[src/rtl/framebuffer_arbiter_pkg.sv]
// Shared definitions for the double-buffered framebuffer arbiter.
//   FB_ADDR_WIDTH / FB_DATA_WIDTH : default pixel address / pixel width
//   ST_IDLE / ST_PENDING / ST_SWAP : swap FSM state encoding
//   grant_e                        : owner of the RAM port in a given cycle
package framebuffer_arbiter_pkg;

  localparam int FB_ADDR_WIDTH = 10;  // {row[3:0], column[5:0]}
  localparam int FB_DATA_WIDTH = 18;  // R/G/B, 6 bits each

  localparam logic [1:0] ST_IDLE    = 2'd0;
  localparam logic [1:0] ST_PENDING = 2'd1;
  localparam logic [1:0] ST_SWAP    = 2'd2;

  typedef enum logic [1:0] {
    GRANT_IDLE = 2'd0,
    GRANT_SCAN = 2'd1,
    GRANT_HOST = 2'd2
  } grant_e;

endpackage

[src/rtl/framebuffer_arbiter.sv]
// Double-buffered framebuffer arbiter for a single-port external RAM.
// The scan side reads the display bank with absolute priority; the host
// writes into the back bank when the scan side is silent and no swap is in
// progress. A swap request is parked until the next frame boundary so the
// scanned image never tears.
//
// Ports:
//   clk_in, reset                 : clock, synchronous active-high reset
//   scan_req/scan_addr            : one pixel read per request cycle
//   scan_valid/scan_data          : read result, exactly one cycle later
//   host_wr_valid/addr/data/ready : back-bank write handshake
//   swap_req, frame_start         : swap request, frame boundary pulse
//   swap_done, display_bank       : swap completion pulse, scanned bank
//   ram_addr/we/wdata, ram_rdata  : external RAM port (1-cycle read latency)
module framebuffer_arbiter
  import framebuffer_arbiter_pkg::*;
#(
  parameter int ADDR_WIDTH = FB_ADDR_WIDTH,
  parameter int DATA_WIDTH = FB_DATA_WIDTH
) (
  input  logic                  clk_in,
  input  logic                  reset,
  input  logic                  scan_req,
  input  logic [ADDR_WIDTH-1:0] scan_addr,
  output logic                  scan_valid,
  output logic [DATA_WIDTH-1:0] scan_data,
  input  logic                  host_wr_valid,
  input  logic [ADDR_WIDTH-1:0] host_wr_addr,
  input  logic [DATA_WIDTH-1:0] host_wr_data,
  output logic                  host_wr_ready,
  input  logic                  swap_req,
  input  logic                  frame_start,
  output logic                  swap_done,
  output logic                  display_bank,
  output logic [ADDR_WIDTH:0]   ram_addr,
  output logic                  ram_we,
  output logic [DATA_WIDTH-1:0] ram_wdata,
  input  logic [DATA_WIDTH-1:0] ram_rdata
);

  logic [1:0]          state_reg, state_next;
  logic                display_bank_reg;
  logic                swap_done_reg;
  logic                scan_valid_reg;
  logic [ADDR_WIDTH:0] last_addr_reg;
  grant_e              grant;

  // Host may only write while no swap is queued or executing, so the back
  // bank contents are frozen from swap_req until the toggle.
  assign host_wr_ready = !reset && !scan_req && (state_reg == ST_IDLE);

  always_comb begin
    grant = GRANT_IDLE;
    if (reset) begin
      grant = GRANT_IDLE;
    end else if (scan_req) begin
      grant = GRANT_SCAN;
    end else if (host_wr_valid && host_wr_ready) begin
      grant = GRANT_HOST;
    end
  end

  // The scan read uses the bank register as it stands in the request cycle;
  // a toggle in the same cycle only lands at the clock edge.
  always_comb begin
    ram_addr = last_addr_reg;
    ram_we   = 1'b0;
    case (grant)
      GRANT_SCAN: ram_addr = {display_bank_reg, scan_addr};
      GRANT_HOST: begin
        ram_addr = {~display_bank_reg, host_wr_addr};
        ram_we   = 1'b1;
      end
      default: ram_addr = reset ? '0 : last_addr_reg;
    endcase
  end

  assign ram_wdata = host_wr_data;

  // Swap FSM. A frame_start that coincides with swap_req is deliberately not
  // honoured: the swap must wait for a full frame boundary after the request.
  always_comb begin
    state_next = state_reg;
    case (state_reg)
      ST_IDLE:    if (swap_req) state_next = ST_PENDING;
      ST_PENDING: if (frame_start) state_next = ST_SWAP;
      ST_SWAP:    state_next = ST_IDLE;
      default:    state_next = ST_IDLE;
    endcase
  end

  always_ff @(posedge clk_in) begin
    if (reset) begin
      state_reg        <= ST_IDLE;
      display_bank_reg <= 1'b0;
      swap_done_reg    <= 1'b0;
      scan_valid_reg   <= 1'b0;
      last_addr_reg    <= '0;
    end else begin
      state_reg      <= state_next;
      last_addr_reg  <= ram_addr;
      scan_valid_reg <= scan_req;
      swap_done_reg  <= (state_reg == ST_SWAP);
      if (state_reg == ST_SWAP) begin
        display_bank_reg <= ~display_bank_reg;
      end
    end
  end

  assign scan_valid   = scan_valid_reg;
  assign scan_data    = ram_rdata;  // RAM already registers the read
  assign swap_done    = swap_done_reg;
  assign display_bank = display_bank_reg;

endmodule
[config.mk]
export PLATFORM = sky130hd
export DESIGN_NAME = framebuffer_arbiter
export DESIGN_NICKNAME = d
export VERILOG_FILES = /design/src/rtl/framebuffer_arbiter_pkg.sv /design/src/rtl/framebuffer_arbiter.sv
export SDC_FILE = /design/constraint.sdc
export NUM_CORES = 1
export LEC_CHECK = 0
export BUFFER_PORTS_ARGS = -buffer_cell sky130_fd_sc_hd__buf_2
export CAP_MARGIN = 20
export CORE_MARGIN = 4
export CORE_UTILIZATION = 30
export DETAILED_ROUTE_END_ITERATION = 6
export MAX_ROUTING_LAYER = met4
export PLACE_DENSITY = 0.68
export REMOVE_ABC_BUFFERS = 1
export SYNTH_ARGS = -nofsm -noshare
export SYNTH_HDL_FRONTEND = slang
export SYNTH_SLANG_ARGS = --single-unit
[constraint.sdc]
create_clock -name clk_in -period 2 [get_ports clk_in]
set_clock_uncertainty 0.2 [all_clocks]
set_input_delay 0.4 -clock clk_in [delete_from_list [all_inputs] [get_ports clk_in]]
set_output_delay 0.4 -clock clk_in [all_outputs]
set_load 0.1 [all_outputs]
==> results of run 1 <==
logic make-up after synthesis:
| group | after synthesis |
|---|---|
| AND/OR/NAND/NOR | 13 |
| buffers and inverters | 56 |
| multiplexers | 1 |
| flip-flops | 16 |
| AO/OA/AOI/OAI | 32 |
| XOR/XNOR | 1 |
routing by layer:
layer / vias up / global-route usage / share of wire
met2: 73 / 0.238 / 0.41
met4: 0 / 0.0146 / 0.0019
met5: - / - / 0
li1: 442 / - / -
met1: 474 / 0.219 / 0.40
met3: 2 / 0.165 / 0.19
power by group:
group | internal [mW] | switching, mW
combinational | 0.166 | 0.266
clock | 0.175 | 0.114
sequential | 0.342 | 0.00842
total | 0.682 | 0.389
cell usage after synthesis:
master,instances,area share
and2b_1,1,0.0067
clkbuf_1,2,0.0067
nor2b_1,2,0.011
o311ai_1,2,0.016
dfxtp_1,16,0.29
a211oi_1,9,0.061
xnor2_1,1,0.0078
a211oi_2,1,0.011
and2_4,1,0.0078
nand2_1,1,0.0034
buf_4,38,0.26
nor2_1,1,0.0034
mux2i_1,1,0.0090
nand2b_1,1,0.0056
nor3_1,2,0.0090
buf_2,1,0.0045
a221o_1,20,0.18
nand3b_1,2,0.013
inv_1,11,0.037
nor4_4,1,0.019
buf_6,4,0.040
or2_1,1,0.0056
worst register-to-register path, delay by kind of cell, from the launching register on:
family	cells	cell delay [ps]
DFF	1	340
AOI/OAI and AO/OA	2	330
buffers and inverters	3	460
and+or+nand+nor	1	290
final cells by class:
class	instances	share of cell area
well taps	46	0.0376
inverters	11	0.0270
flip-flops and latches	16	0.211
repair buffers	63	0.371
multi-input cells	49	0.317
clock buffers	4	0.0360
worst paths after layout:
path	slack, ps	startpoint	end
worst max-delay path	-360	state_reg[1]	ram_addr[1]
worst min-delay path	180	frame_start	state_reg[1]
worst max register to register	280	state_reg[1]	last_addr_reg[8]
worst min register to register	360	state_reg[1]	state_reg[1]
through the flow:
stage	instances	setup WS, ps
after floorplan	74	-1960
after global routing	189	-429
final	189	-364
after detailed placement	176	-308
after global placement	176	-239
after CTS	188	-320
repair_timing:
| action | 4_1_cts | 5_1_grt |
|---|---|---|
| hold endpoints to repair | 0 | 0 |
| setup endpoints to repair | 12 | 13 |
| pin swaps | 6 | 1 |
| cloned | 2 | 0 |
| buffers inserted | 6 | 1 |
| gates resized for setup | 17 | 1 |
==> flow_metrics.py, run 1 <==
metrics = {
    "critical_path": {
        "worstPathMaxFanout": 6,
        "cpPeakStageDelay_ps": 340,
        "worst-path-buf-inv": 3,
        "path_cells": "nor4_4 -> buf_4 -> buf_6 -> a211oi_2 -> a221o_1 -> buf_12",
        "cp.depth": 6,
        "endpoint_kind": "output pin",
        "required_ps": 1400,
        "worstSetupStartpointType": "register",
        "slowest_stage": "dfxtp_2",
        "critPathTopFamily": "buffers and inverters",
        "rr_worst_depth": 6,
        "worstPathArrival_ps": 1760,
        "critPathKind": "reg -> out",
    },
    "floorplanning": {
        "rows": 21,
        "core_area_um2": 3470,
        "die_y_um": 69.0,
        "die_w_um": 69.0,
        "initial_utilization": 0.322,
        "dieArea_um2": 4760,
        "ios": 114,
    },
    "min_path": {
        "min_path_type": "in -> reg",
        "holdPathStages": 3,
    },
    "placement": {
        "hpwlAfterDp_um": 3170,
        "io_buffer_count": 41,
        "gp_congestion": 0.695,
        "dpl-instance-area_um2": 1330,
    },
    "power_and_ir_drop": {
        "power.total_mw": 1.07,
        "ir_worst_vdd_mv": 0.401,
        "leakage_nw": 0.659,
        "power.density_nw_per_um2": 700,
    },
    "final_layout": {
        "multiInputGateArea_um2": 485,
        "antenna_cells": 0,
        "num-fill-cells": 356,
        "fin_nets": 206,
        "utilization": 0.441,
        "final_common_cell": "buf_2",
        "area_delta_synth_final_pct": 37.1,
        "regArea_um2": 323,
        "fin_area_um2": 1530,
        "largest_register_ffs": 11,
        "final_cell_mix": "28 x buf_2, 20 x a221o_1, 19 x buf_4",
        "drive_above_1_share": 0.573,
    },
    "routing": {
        "routedWlPerCell_um": 22.1,
        "viasPerCell": 5.24,
        "dr.pass1.iters": 4,
        "dr_total_vias": 991,
        "ant_nets": 0,
        "finalWirelength_um": 4180,
        "drc_errors": 0,
        "drt_iter0_markers": 47,
    },
    "run_status": {
        "violations": "setup timing",
        "status": "finished, violations left",
    },
    "grt": {
        "grt_overflow_total": 0,
        "gr-usage-all-layers": 0.184,
        "grt_pass1_vias": 1040,
        "antenna_found_initial": 0,
        "grt_pass1_wl_um": 5810,
        "grt_max_degree": 13,
    },
    "timing": {
        "post-route-period-util": 1.18,
        "relSlewSlack": 0.678,
        "worst_slack_ps": -364,
        "slew_viol_final": 0,
        "whs_ps": 183,
        "finalHoldViolCount": 0,
        "fin_tns_setup_ps": -3860,
        "rsz0062_at_grt": "true",
        "finalSetupViolCount": 13,
        "tightest_slew_ps": 486,
        "max_freq_mhz": 423,
        "period_needed_ps": 2360,
    },
    "logic_synthesis": {
        "syn_area_um2": 1120,
        "synth-adder-area-share": 0,
        "synth_xor_area_frac": 0.00785,
        "synth_top_family_by_area": "buffers and inverters",
        "ys_seq_area_frac": 0.287,
        "synth_simple_gate_area_frac": 0.0852,
        "synth_compound_area_frac": 0.267,
        "synth_mux_area_frac": 0.00897,
        "avgSynthCellArea_um2": 9.38,
        "netlist_instances": 119,
        "ys.warnings.count": 0,
        "synth_cell_type_count": 22,
        "ys_ff_latch": 16,
    },
    "clock_tree": {
        "insertion_delay_ps": 250,
        "clkSinkCount": 16,
        "cts_buffer_depth": 2,
        "cts-root-buf": "clkbuf_8",
        "h-tree-depth": 1,
        "clk_pin_slew_worst_paths_ps": 70,
        "numCtsBuffers": 3,
        "cts_tree": "done",
        "ctsHoldBuffers": 0,
    },
    "job": {
        "drv_cap": 0,
    },
}
Note: power is estimated with default switching activity, not from simulation.
==> run 2: changes to the inputs <==
--- a/config.mk
+++ b/config.mk
@@ -14,4 +14,5 @@
 export PLACE_DENSITY = 0.68
 export REMOVE_ABC_BUFFERS = 1
+export SLEW_MARGIN = 20
 export SYNTH_ARGS = -nofsm -noshare
 export SYNTH_HDL_FRONTEND = slang
==> constraint.sdc (replaced) <==
create_clock -name clk_in -period 2 [get_ports clk_in]
set_clock_uncertainty 0.2 [all_clocks]
set_input_delay 0 -clock clk_in [delete_from_list [all_inputs] [get_ports clk_in]]
set_output_delay 0 -clock clk_in [all_outputs]
set_load 0.1 [all_outputs]
==> run 2 against run 1 <==
  * The flow now finishes without violations
  * Global-route usage grew 5.6 points
  * Die area unchanged
  * Non-clock buffer count is 46 higher
  * Utilization up 13 points
  * Routed wire length grew 27%
  * First-iteration DRC count fell by 11%
  * Worst hold slack worse by 130 ps
  * Via count is 23% higher
  * Maximum frequency up 19%
  * Register-to-register slack gained 90 ps
  * Critical path depth fell by 1
==> flow_metrics.py, run 2 (synthesized netlist as in run 1, its figures left out) <==
metrics = {
    "run_status": {
        "status": "complete, no violations",
    },
    "routing": {
        "drt_iter0_markers": 42,
        "finalWirelength_um": 5320,
        "viasPerCell": 5.19,
        "routedWlPerCell_um": 22.6,
        "drc_errors": 0,
        "dr.pass1.iters": 5,
        "dr_total_vias": 1219,
        "ant_nets": 0,
    },
    "clock_tree": {
        "numCtsBuffers": 3,
        "h-tree-depth": 1,
        "clk_pin_slew_worst_paths_ps": 70,
        "insertion_delay_ps": 260,
        "clkSinkCount": 16,
        "cts_buffer_depth": 2,
        "cts_tree": "done",
        "cts-root-buf": "clkbuf_8",
    },
    "final_layout": {
        "fin_nets": 251,
        "final_cell_mix": "62 x dlygate4sd3_1, 28 x buf_2, 20 x a221o_1",
        "num-fill-cells": 313,
        "largest_register_ffs": 11,
        "area_delta_synth_final_pct": 77.4,
        "final_common_cell": "dlygate4sd3_1",
        "layout.cells.non_filler": 235,
        "drive_above_1_share": 0.319,
    },
    "timing": {
        "finalHoldViolCount": 0,
        "finalSetupViolCount": 0,
        "period_needed_ps": 1990,
        "post-route-period-util": 0.995,
        "max_freq_mhz": 503,
        "worst_slack_ps": 10.6,
        "tightest_slew_ps": 1100,
        "rsz0062_at_grt": "true",
        "relSlewSlack": 0.267,
        "slew_viol_final": 0,
    },
    "min_path": {
        "holdPathStages": 3,
        "min_path_type": "in -> reg",
    },
    "critical_path": {
        "worstSetupStartpointType": "register",
        "critPathKind": "reg -> out",
        "rr_worst_depth": 4,
        "endpoint_kind": "output pin",
        "worstPathMaxFanout": 5,
        "worstPathArrival_ps": 1790,
        "required_ps": 1800,
    },
    "power_and_ir_drop": {
        "leakage_nw": 0.828,
        "power.density_nw_per_um2": 728,
        "ir_worst_vdd_mv": 0.571,
    },
    "floorplanning": {
        "core_area_um2": 3470,
        "rows": 21,
        "die_w_um": 69.0,
        "die_y_um": 69.0,
        "initial_utilization": 0.322,
        "dieArea_um2": 4760,
        "ios": 114,
    },
    "placement": {
        "gp_congestion": 0.683,
        "dp_cells": 166,
        "io_buffer_count": 41,
        "place_ws_ps": 234,
        "hpwlAfterDp_um": 3030,
    },
    "grt": {
        "grt_pass1_vias": 1287,
        "grt_max_degree": 14,
        "antenna_found_initial": 1,
        "gr-usage-all-layers": 0.240,
        "grt_overflow_total": 0,
        "grt_pass1_wl_um": 7680,
    },
    "job": {
        "drv_cap": 0,
    },
}
## run 2: cell count changes in the layout (fill, tap and decap cells not counted), sizes merged
cell,change
diode,+1
dlygate4sd3,+62
clkbuf,+1
and2,-1
buf,-17
## run 2: report_power, final
| part | leakage (nW) | internal, mW | switching [mW] |
|---|---|---|---|
| registers | 0.133 | 0.341 | 0.00945 |
| logic | 0.666 | 0.221 | 0.569 |
| clock network | 0.0288 | 0.175 | 0.125 |
| total | 0.828 | 0.737 | 0.703 |
## run 2: per-stage QoR
| stage | hold WS, ps | TNS [ps] | utilization | total power, mW | cell area [um^2] |
|---|---|---|---|---|---|
| global placement | -199 | 0 | 0.361 | 0.734 | 1250 |
| CTS | 10.9 | 0 | 0.562 | 1.43 | 1950 |
| finish | 49.8 | 0 | 0.571 | 1.44 | 1980 |
| detailed placement | -199 | 0 | 0.361 | 0.740 | 1250 |
| floorplan | -200 | -25500 | - | 0.588 | 773 |
| global route | 70.5 | -595 | 0.571 | 1.48 | 1980 |
## run 2: metal layers
metal,vias to the layer above,share of wire,GRT usage
met5,-,0,-
met4,0,0.036,0.105
met3,16,0.073,0.0794
met2,67,0.49,0.394
met1,597,0.40,0.264
li1,539,-,-
## run 2: path summary, 6_finish.rpt
kind                 start                end  slack [ps]
min          host_wr_valid  last_addr_reg[10]          50
max           state_reg[1]       ram_addr[10]          10
min reg2reg   state_reg[1]       state_reg[0]         270
max reg2reg   state_reg[1]   last_addr_reg[6]         370
## run 2: layout make-up
type / count / area, um^2 / area share
flip-flops and latches: 16 / 325 / 0.164
inverters: 11 / 41.3 / 0.0209
multi-input cells: 48 / 434 / 0.219
repair buffers: 109 / 1060 / 0.537
clock buffers: 4 / 55.1 / 0.0278
well taps: 46 / 57.6 / 0.0291
diodes: 1 / 2.50 / 0.00126
## run 2: worst max-delay path, stage by stage (launching register included)
cell      delay [ps]
dfxtp_4          360
nor4_4           370
buf_4            210
nand3b_1         110
o311ai_1         150
clkbuf_8         320
## run 2: timing repair
| action | 4_1_cts | 5_1_grt |
|---|---|---|
| pin swaps | 2 | 2 |
| setup endpoints to repair | 8 | 10 |
| buffers inserted | 1 | 0 |
| hold buffers | 62 | 0 |
| endpoints found under the hold margin | 51 | 0 |
| gates cloned | 1 | 0 |
| resized for setup | 2 | 7 |
